[config.mk]
export PLATFORM = sky130hd
export DESIGN_NAME = i2c_txn_sequencer
export DESIGN_NICKNAME = d
export VERILOG_FILES = /design/src/rtl/i2c_pkg.sv /design/src/rtl/i2c_txn_sequencer.sv
export SDC_FILE = /design/constraint.sdc
export NUM_CORES = 1
export LEC_CHECK = 0
export BUFFER_PORTS_ARGS = -buffer_cell sky130_fd_sc_hd__buf_2
export CORE_UTILIZATION = 57
export CTS_BUF_LIST = sky130_fd_sc_hd__clkbuf_8
export DETAILED_ROUTE_END_ITERATION = 10
export PLACE_DENSITY = 0.92
export REMOVE_ABC_BUFFERS = 1
export SLEW_MARGIN = 20
export SYNTH_ARGS = -nofsm -noshare
export SYNTH_HDL_FRONTEND = slang
export SYNTH_SLANG_ARGS = --single-unit
export TNS_END_PERCENT = 1
[constraint.sdc]
create_clock -name clk -period 3.1 [get_ports clk]
set_input_delay 0 -clock clk [delete_from_list [all_inputs] [get_ports clk]]
set_output_delay 0 -clock clk [all_outputs]
set_load 0.02 [all_outputs]
[src/rtl/i2c_pkg.sv]
// -----------------------------------------------------------------------------
// i2c_pkg
// Shared definitions for the I2C transaction sequencer and its neighbours:
//   cmd_t          - byte-engine command encodings
//   mode_t         - instruction mode encodings (only i2c_mode[2:0] is decoded)
//   vi_t           - valid_instr codes presented by the arbiter
//   I2C_DEV_ADDR   - default 7-bit bus address of the temperature sensor
//   mode_is_legal  - helper telling whether a 3-bit mode is a supported operation
// -----------------------------------------------------------------------------
package i2c_pkg;

    typedef enum logic [2:0] {
        CMD_NOP       = 3'd0,
        CMD_START     = 3'd1,
        CMD_STOP      = 3'd2,
        CMD_WRITE     = 3'd3,
        CMD_READ_ACK  = 3'd4,
        CMD_READ_NACK = 3'd5
    } cmd_t;

    typedef enum logic [2:0] {
        MODE_PTR = 3'b000,
        MODE_RD2 = 3'b001,
        MODE_RD1 = 3'b010,
        MODE_WR1 = 3'b011,
        MODE_WR2 = 3'b100
    } mode_t;

    typedef enum logic [1:0] {
        VI_NONE    = 2'b00,
        VI_QUEUED  = 2'b01,
        VI_DEFAULT = 2'b11
    } vi_t;

    localparam logic [6:0] I2C_DEV_ADDR = 7'h48;

    // Modes 101..111 are illegal and produce an immediate error completion.
    function automatic logic mode_is_legal(input logic [2:0] mode);
        return (mode <= 3'd4);
    endfunction

endpackage

[src/rtl/i2c_txn_sequencer.sv]
// -----------------------------------------------------------------------------
// i2c_txn_sequencer
// Turns one arbiter instruction into a sequence of byte-engine commands
// (START, device/pointer/data writes, repeated START, reads, STOP), assembles
// read bytes into a 16-bit result and reports NACK failures.
//
// Optional feature macro: I2C_RETRY_EN
//   defined   - a NACKed transaction is retried (full START..STOP) up to
//               MAX_RETRY times before err_nack is reported.
//   undefined - the first NACK ends the transaction with err_nack.
//
// Ports
//   clk, reset          clock, asynchronous active-high reset
//   valid_instr[1:0]    00 none, 01 queued, 11 default read (sampled in ARM)
//   i2c_mode[7:0]       operation, [2:0] decoded
//   i2c_address[7:0]    sensor register pointer
//   i2c_data[15:0]      write data, high byte first
//   i2c_ready           one-cycle request pulse to the arbiter
//   cmd_valid/cmd/cmd_byte, cmd_ready   command channel to the byte engine
//   rsp_valid/rsp_byte/rsp_nack         response channel from the byte engine
//   rd_data[15:0]       last successful read result
//   txn_done            one-cycle completion pulse
//   txn_default         qualifies txn_done: finished instruction was a default read
//   err_nack            one-cycle pulse with txn_done on failure
// All outputs are driven directly from flops.
// -----------------------------------------------------------------------------
module i2c_txn_sequencer
    import i2c_pkg::*;
#(
    parameter logic [6:0] DEV_ADDR = I2C_DEV_ADDR
`ifdef I2C_RETRY_EN
    ,
    parameter int unsigned MAX_RETRY = 32'd3
`endif
) (
    input  logic        clk,
    input  logic        reset,
    input  logic [1:0]  valid_instr,
    input  logic [7:0]  i2c_mode,
    input  logic [7:0]  i2c_address,
    input  logic [15:0] i2c_data,
    output logic        i2c_ready,
    output logic        cmd_valid,
    output logic [2:0]  cmd,
    output logic [7:0]  cmd_byte,
    input  logic        cmd_ready,
    input  logic        rsp_valid,
    input  logic [7:0]  rsp_byte,
    input  logic        rsp_nack,
    output logic [15:0] rd_data,
    output logic        txn_done,
    output logic        txn_default,
    output logic        err_nack
);

    typedef enum logic [3:0] {
        IDLE   = 4'd0,
        ARM    = 4'd1,
        START  = 4'd2,
        DEVW   = 4'd3,
        PTR    = 4'd4,
        WRH    = 4'd5,
        WRL    = 4'd6,
        RSTART = 4'd7,
        DEVR   = 4'd8,
        RDH    = 4'd9,
        RDL    = 4'd10,
        STOP   = 4'd11,
        DONE   = 4'd12
    } state_t;

`ifdef I2C_RETRY_EN
    localparam int RETRY_W = (MAX_RETRY < 32'd1) ? 1 : $clog2(MAX_RETRY + 32'd1);
    logic [RETRY_W-1:0] retry_q, retry_d;
`endif

    state_t      state_q, state_d;
    logic        wait_q, wait_d;          // command accepted, response outstanding
    logic        fail_q, fail_d;          // a NACK (or illegal mode) ended this attempt
    logic [2:0]  mode_q, mode_d;
    logic [7:0]  addr_q, addr_d;
    logic [15:0] data_q, data_d;
    logic        dflt_q, dflt_d;
    logic [7:0]  rd_hi_q, rd_hi_d;
    logic [7:0]  rd_lo_q, rd_lo_d;
    logic        ready_q, ready_d;
    logic        cmd_valid_q, cmd_valid_d;
    cmd_t        cmd_q, cmd_d;
    logic [7:0]  cmd_byte_q, cmd_byte_d;
    logic [15:0] rd_data_q, rd_data_d;
    logic        done_q, done_d;
    logic        default_q, default_d;
    logic        err_q, err_d;
    logic        launch_s;                // issue the command belonging to state_d
    logic        unused_s;

    // Only the low three mode bits carry meaning.
    assign unused_s = ^i2c_mode[7:3];

    // State, instruction latches and registered outputs.
    always_ff @(posedge clk or posedge reset) begin
        if (reset) begin
            state_q     <= IDLE;
            wait_q      <= 1'b0;
            fail_q      <= 1'b0;
            mode_q      <= 3'd0;
            addr_q      <= 8'd0;
            data_q      <= 16'd0;
            dflt_q      <= 1'b0;
            rd_hi_q     <= 8'd0;
            rd_lo_q     <= 8'd0;
            ready_q     <= 1'b0;
            cmd_valid_q <= 1'b0;
            cmd_q       <= CMD_NOP;
            cmd_byte_q  <= 8'd0;
            rd_data_q   <= 16'd0;
            done_q      <= 1'b0;
            default_q   <= 1'b0;
            err_q       <= 1'b0;
`ifdef I2C_RETRY_EN
            retry_q     <= '0;
`endif
        end else begin
            state_q     <= state_d;
            wait_q      <= wait_d;
            fail_q      <= fail_d;
            mode_q      <= mode_d;
            addr_q      <= addr_d;
            data_q      <= data_d;
            dflt_q      <= dflt_d;
            rd_hi_q     <= rd_hi_d;
            rd_lo_q     <= rd_lo_d;
            ready_q     <= ready_d;
            cmd_valid_q <= cmd_valid_d;
            cmd_q       <= cmd_d;
            cmd_byte_q  <= cmd_byte_d;
            rd_data_q   <= rd_data_d;
            done_q      <= done_d;
            default_q   <= default_d;
            err_q       <= err_d;
`ifdef I2C_RETRY_EN
            retry_q     <= retry_d;
`endif
        end
    end

    // Next-state, command handshake and output-register inputs.
    always_comb begin
        state_d     = state_q;
        wait_d      = wait_q;
        fail_d      = fail_q;
        mode_d      = mode_q;
        addr_d      = addr_q;
        data_d      = data_q;
        dflt_d      = dflt_q;
        rd_hi_d     = rd_hi_q;
        rd_lo_d     = rd_lo_q;
        ready_d     = 1'b0;
        cmd_valid_d = cmd_valid_q;
        cmd_d       = cmd_q;
        cmd_byte_d  = cmd_byte_q;
        rd_data_d   = rd_data_q;
        done_d      = 1'b0;
        default_d   = 1'b0;
        err_d       = 1'b0;
        launch_s    = 1'b0;
`ifdef I2C_RETRY_EN
        retry_d     = retry_q;
`endif

        case (state_q)
            // The first IDLE cycle only arms the pulse, so every entry to IDLE
            // (reset release included) yields exactly one i2c_ready cycle.
            IDLE: begin
                if (!ready_q) begin
                    ready_d = 1'b1;
                end else begin
                    state_d = ARM;
                end
            end

            ARM: begin
                if (valid_instr != VI_NONE) begin
                    mode_d = i2c_mode[2:0];
                    addr_d = i2c_address;
                    data_d = i2c_data;
                    dflt_d = (valid_instr == VI_DEFAULT);
                    if (mode_is_legal(i2c_mode[2:0])) begin
                        state_d  = START;
                        launch_s = 1'b1;
                    end else begin
                        fail_d  = 1'b1;
                        state_d = DONE;
                    end
                end else begin
                    state_d = IDLE;
                end
            end

            START, DEVW, PTR, WRH, WRL, RSTART, DEVR, RDH, RDL, STOP: begin
                if (cmd_valid_q) begin
                    if (cmd_ready) begin
                        cmd_valid_d = 1'b0;
                        wait_d      = 1'b1;
                    end else begin
                        cmd_valid_d = 1'b1;
                    end
                end else if (wait_q && rsp_valid) begin
                    wait_d   = 1'b0;
                    launch_s = 1'b1;
                    case (state_q)
                        START:  state_d = DEVW;
                        RSTART: state_d = DEVR;
                        DEVW: begin
                            if (rsp_nack) begin
                                fail_d  = 1'b1;
                                state_d = STOP;
                            end else begin
                                state_d = PTR;
                            end
                        end
                        PTR: begin
                            if (rsp_nack) begin
                                fail_d  = 1'b1;
                                state_d = STOP;
                            end else begin
                                case (mode_q)
                                    MODE_PTR: state_d = STOP;
                                    MODE_WR1: state_d = WRL;
                                    MODE_WR2: state_d = WRH;
                                    default:  state_d = RSTART;
                                endcase
                            end
                        end
                        WRH: begin
                            if (rsp_nack) begin
                                fail_d  = 1'b1;
                                state_d = STOP;
                            end else begin
                                state_d = WRL;
                            end
                        end
                        WRL: begin
                            if (rsp_nack) begin
                                fail_d = 1'b1;
                            end else begin
                                fail_d = fail_q;
                            end
                            state_d = STOP;
                        end
                        DEVR: begin
                            if (rsp_nack) begin
                                fail_d  = 1'b1;
                                state_d = STOP;
                            end else begin
                                state_d = RDH;
                            end
                        end
                        RDH: begin
                            rd_hi_d = rsp_byte;
                            if (mode_q == MODE_RD1) begin
                                state_d = STOP;
                            end else begin
                                state_d = RDL;
                            end
                        end
                        RDL: begin
                            rd_lo_d = rsp_byte;
                            state_d = STOP;
                        end
                        STOP: begin
`ifdef I2C_RETRY_EN
                            if (fail_q && (retry_q < RETRY_W'(MAX_RETRY))) begin
                                retry_d = retry_q + RETRY_W'(1);
                                fail_d  = 1'b0;
                                state_d = START;
                            end else begin
                                launch_s = 1'b0;
                                state_d  = DONE;
                            end
`else
                            launch_s = 1'b0;
                            state_d  = DONE;
`endif
                        end
                        default: begin
                            launch_s = 1'b0;
                            state_d  = IDLE;
                        end
                    endcase
                end else begin
                    // Stray responses with nothing outstanding are dropped.
                    wait_d = wait_q;
                end
            end

            DONE: begin
                done_d    = 1'b1;
                default_d = dflt_q;
                err_d     = fail_q;
                if (!fail_q && (mode_q == MODE_RD2)) begin
                    rd_data_d = {rd_hi_q, rd_lo_q};
                end else if (!fail_q && (mode_q == MODE_RD1)) begin
                    rd_data_d = {rd_hi_q, 8'h00};
                end else begin
                    rd_data_d = rd_data_q;
                end
                fail_d  = 1'b0;
`ifdef I2C_RETRY_EN
                retry_d = '0;
`endif
                state_d = IDLE;
            end

            default: begin
                state_d     = IDLE;
                wait_d      = 1'b0;
                fail_d      = 1'b0;
                cmd_valid_d = 1'b0;
            end
        endcase

        // Load the command for the state being entered; it is then held
        // unchanged until the engine accepts it.
        if (launch_s) begin
            cmd_valid_d = 1'b1;
            case (state_d)
                START, RSTART: begin
                    cmd_d      = CMD_START;
                    cmd_byte_d = 8'h00;
                end
                STOP: begin
                    cmd_d      = CMD_STOP;
                    cmd_byte_d = 8'h00;
                end
                DEVW: begin
                    cmd_d      = CMD_WRITE;
                    cmd_byte_d = {DEV_ADDR, 1'b0};
                end
                DEVR: begin
                    cmd_d      = CMD_WRITE;
                    cmd_byte_d = {DEV_ADDR, 1'b1};
                end
                PTR: begin
                    cmd_d      = CMD_WRITE;
                    cmd_byte_d = addr_q;
                end
                WRH: begin
                    cmd_d      = CMD_WRITE;
                    cmd_byte_d = data_q[15:8];
                end
                WRL: begin
                    cmd_d      = CMD_WRITE;
                    cmd_byte_d = data_q[7:0];
                end
                RDH: begin
                    // A single-byte read ends on its first byte.
                    cmd_d      = (mode_q == MODE_RD1) ? CMD_READ_NACK : CMD_READ_ACK;
                    cmd_byte_d = 8'h00;
                end
                RDL: begin
                    cmd_d      = CMD_READ_NACK;
                    cmd_byte_d = 8'h00;
                end
                default: begin
                    cmd_valid_d = 1'b0;
                end
            endcase
        end else begin
            cmd_valid_d = cmd_valid_d;
        end
    end

    assign i2c_ready   = ready_q;
    assign cmd_valid   = cmd_valid_q;
    assign cmd         = cmd_q;
    assign cmd_byte    = cmd_byte_q;
    assign rd_data     = rd_data_q;
    assign txn_done    = done_q;
    assign txn_default = default_q;
    assign err_nack    = err_q;

endmodule

==> run_results.csv <==
group,metric,value,unit
sta,slew_viol_final,0,
hold_path,hp-class,"primary input to register",
critical_path,crit_type,"register to register",
sta,finalHoldViolCount,0,
hold_path,holdPathStages,4,
synthesis,synth_warnings,0,
die,io_pins,79,
critical_path,path_cells,"or4b_4, nor2_4, buf_4, a22o_1, o211ai_2, nor3_2, a222oi_1, inv_1",
status,status,"finished clean",
cells_and_area,antenna_cells,0,
clock_tree,cts_tree,"built",
route,drc,0,
sta,hold_ws,0.005111,ns
synthesis,synth.distinct_cells,62,
synthesis,yosys_most_used_dff,"dfrtp_1",
sta,relSlewSlack,41.13,%
sta,worstMarginPinSlew,0.8831,ns
clock_tree,postCtsSetupRepairBufs,0,
die,dieWidth,83.45,µm
cells_and_area,drive_gt1_share,30.85,%
clock_tree,clkTransAtPathRegs,0.08,ns
synthesis,synth_area,3781,µm²
critical_path,cp.depth,8,
cells_and_area,final_core_utilization,75.14,%
critical_path,crit_path_max_incr_delay,0.59,ns
flow_run,cap_violations,0,
clock_tree,cts_max_path_buffers,2,
sta,setup_tns,0,ns
place,port_buffers,73,
global_route,overflow,0,
power_and_ir_drop,ir_drop,527.5,µV
global_route,grt_pass1_wl,15100,µm
cells_and_area,area_growth,26.90,%
global_route,antenna_found_initial,0,
cells_and_area,layout.filler_cells,407,
clock_tree,cts_buffers,9,
cells_and_area,nets,512,
synthesis,synthArstFlopShare,100.0,%
place,gp_congestion,0.9040,
critical_path,worstSetupStartpointType,"register",
critical_path,critical_path_buf_inv_count,2,
global_route,grt_usage,28.02,%
critical_path,critPathCaptureType,"register",
clock_tree,cts-root-buf,"clkbuf_8",
power_and_ir_drop,p_per_area,826.1,nW/µm²
critical_path,crit_path_max_fanout,29,
clock_tree,cts.sinks,82,
critical_path,cp.required,3.39,ns
power_and_ir_drop,netSwitchingFraction,37.74,%
cells_and_area,multi_input_area,1565,µm²
route,num_vias,3121,
cells_and_area,regArea,2052,µm²
power_and_ir_drop,power_frac_comb,36.7,%
power_and_ir_drop,leakagePower,2.440,nW
synthesis,avgSynthCellArea,10.62,µm²
clock_tree,clock_latency,0.36,ns
synthesis,ys_seq_area_share,54.27,%
die,die_height,83.45,µm
critical_path,cpLargestDelayFamily,"simple AND/OR/NAND/NOR gates",
route,wl_per_cell,16.47,µm
critical_path,reg2reg_depth,8,
route,totalWireLength,9007,µm
place,hpwl,5442,µm
synthesis,synth_edf_count,0,
power_and_ir_drop,power.share.clock,21.2,%
power_and_ir_drop,p_int,2.468,mW
die,start_util,59.21,%
die,core_region_area,6386,µm²
power_and_ir_drop,p_seq_share,42.1,%
synthesis,syn_inst,356,
critical_path,slowest_stage,"or4b_4",
sta,min_period_over_period,88.11,%
critical_path,arrival,3.02,ns
sta,period_minus_slack,2.731,ns
global_route,grt_max_degree,60,
route,ant_nets,0,
die,num_rows,29,
sta,rsz0062_at_grt,"false",
route,drt_iter0_drc,326,
route,first_pass_iters,4,
route,via_per_inst,5.706,
global_route,grt_pass1_vias,3153,
sta,skew,0.008159,ns
sta,fmax,0.3661,GHz
die,dieArea,6963,µm²
power_and_ir_drop,p_total,3.964,mW
synthesis,yosys_register_bits,82,
power_and_ir_drop,p_switching,1.496,mW
sta,setup-violations-final,0,
clock_tree,cts_max_level,3,
-- worst min-delay path: stages --
cell,delay (ns)
buf_2,0.08
a21oi_1,0.04
o21ai_0,0.15
nand2_1,0.06
-- cell families (layout without fill, tap and decap cells) --
| kind of cell | count (synthesis) | count (layout) | synth area share, % |
|---|---|---|---|
| multiplexers | 32 | 32 | 9.497 |
| AND/OR/NAND/NOR | 144 | 144 | 17.74 |
| flip-flops | 82 | 82 | 54.27 |
| AO/OA/AOI/OAI | 64 | 64 | 13.47 |
| XOR/XNOR | 3 | 3 | 0.6950 |
| buffers and inverters | 31 | 145 | 4.335 |
-- layer usage --
| metal | wire length [µm] | global-route usage, % | up-vias |
|---|---|---|---|
| met3 | 473 | 7.157 | 15 |
| met5 | 0 | 0 | - |
| met2 | 4880 | 50.60 | 107 |
| li1 | - | - | 1462 |
| met4 | 154 | 8.783 | 0 |
| met1 | 3498 | 32.68 | 1537 |
-- metrics by stage --
step | std cells | worst slack (ns) | instance area (µm²)
CTS | 547 | 0.4123 | 4797
floorplan | 333 | 0.2194 | 3660
detailed placement | 493 | 0.4256 | 4198
global placement | 493 | 0.4983 | 4198
global route | 547 | 0.1934 | 4798
finish | 547 | 0.3686 | 4798
-- worst paths after layout --
| kind | slack, ns | to | from |
|---|---|---|---|
| min in group asynchronous | 0.31 | data_q[6] | reset |
| worst min-delay path | 0.005 | cmd_valid | cmd_ready |
| worst min register to register | 0.46 | i2c_ready | i2c_ready |
| worst max-delay path | 0.37 | cmd_byte[5] | state_q[2] |
| max in group asynchronous | 1.99 | rd_data[1] | reset |
| worst max register to register | 0.37 | cmd_byte[5] | state_q[2] |
-- layout make-up --
type	count	area share (%)
clock buffer	9	2.581
tap	77	2.008
multi-input combinational	243	32.62
inverter	8	0.9387
timing repair buffer	121	17.11
clock inverter	7	1.982
sequential	82	42.76
-- placed cells by master, fill, tap and decap left out, drive strengths merged, types with 5 or more instances in the layout --
cell type and count:
inv 8, dlygate4sd3 38, nand2 95, buf 83
a21oi 9, a22o 9, and2 5, clkbuf 9
clkinv 5, o21ai 12, mux2 31, nor2 17
dfrtp 82, nor3 5
-- Yosys cell counts (2+ instances only) --
cell	n	area share [%]
nor3_1	4	0.53
nor2_1	15	1.5
buf_2	7	0.93
o21ai_1	3	0.40
a222oi_1	4	1.1
and2_1	5	0.83
nand2b_1	2	0.33
or3_1	4	0.66
mux2_2	31	9.2
buf_6	3	0.89
xnor2_1	2	0.46
and3b_1	2	0.46
buf_1	3	0.30
o21a_1	3	0.60
clkbuf_1	7	0.70
a311o_1	2	0.53
o32ai_1	3	0.70
a21o_1	2	0.40
nand2_1	95	9.4
a21oi_1	7	0.93
clkbuf_2	3	0.40
nand3_1	2	0.26
or2_2	2	0.33
inv_1	7	0.70
a211oi_2	2	0.66
a221oi_1	4	0.93
a22o_1	9	2.1
dfrtp_1	82	54
o21ai_0	8	1.1
-- sequential cells by signal (all words and copies together), names as in the netlist --
signal / cells
data_q: 16
rd_data: 16
addr_q: 8
cmd_byte: 8
rd_hi_q: 8
rd_lo_q: 8
state_q: 4
cmd: 3
mode_q: 3
cmd_valid: 1
dflt_q: 1
err_nack: 1
fail_q: 1
i2c_ready: 1
txn_default: 1
txn_done: 1
wait_q: 1
-- power groups by stage --
stage	combinational (mW)	clock [mW]	sequential, mW
2_1_floorplan	0.914	0	1.72
3_3_place_gp	1.33	0	1.66
3_5_place_dp	1.39	0	1.68
4_1_cts	1.44	0.852	1.66
5_1_grt	1.61	0.895	1.71
6_report	1.45	0.841	1.67
-- what timing repair did --
action / 4_1_cts / 5_1_grt
endpoints found under the setup margin: 0 / 0
resized for setup: 0 / 0
hold buffers: 38 / 0
endpoints found under the hold margin: 102 / 0
(Power assumes the default switching activity.)
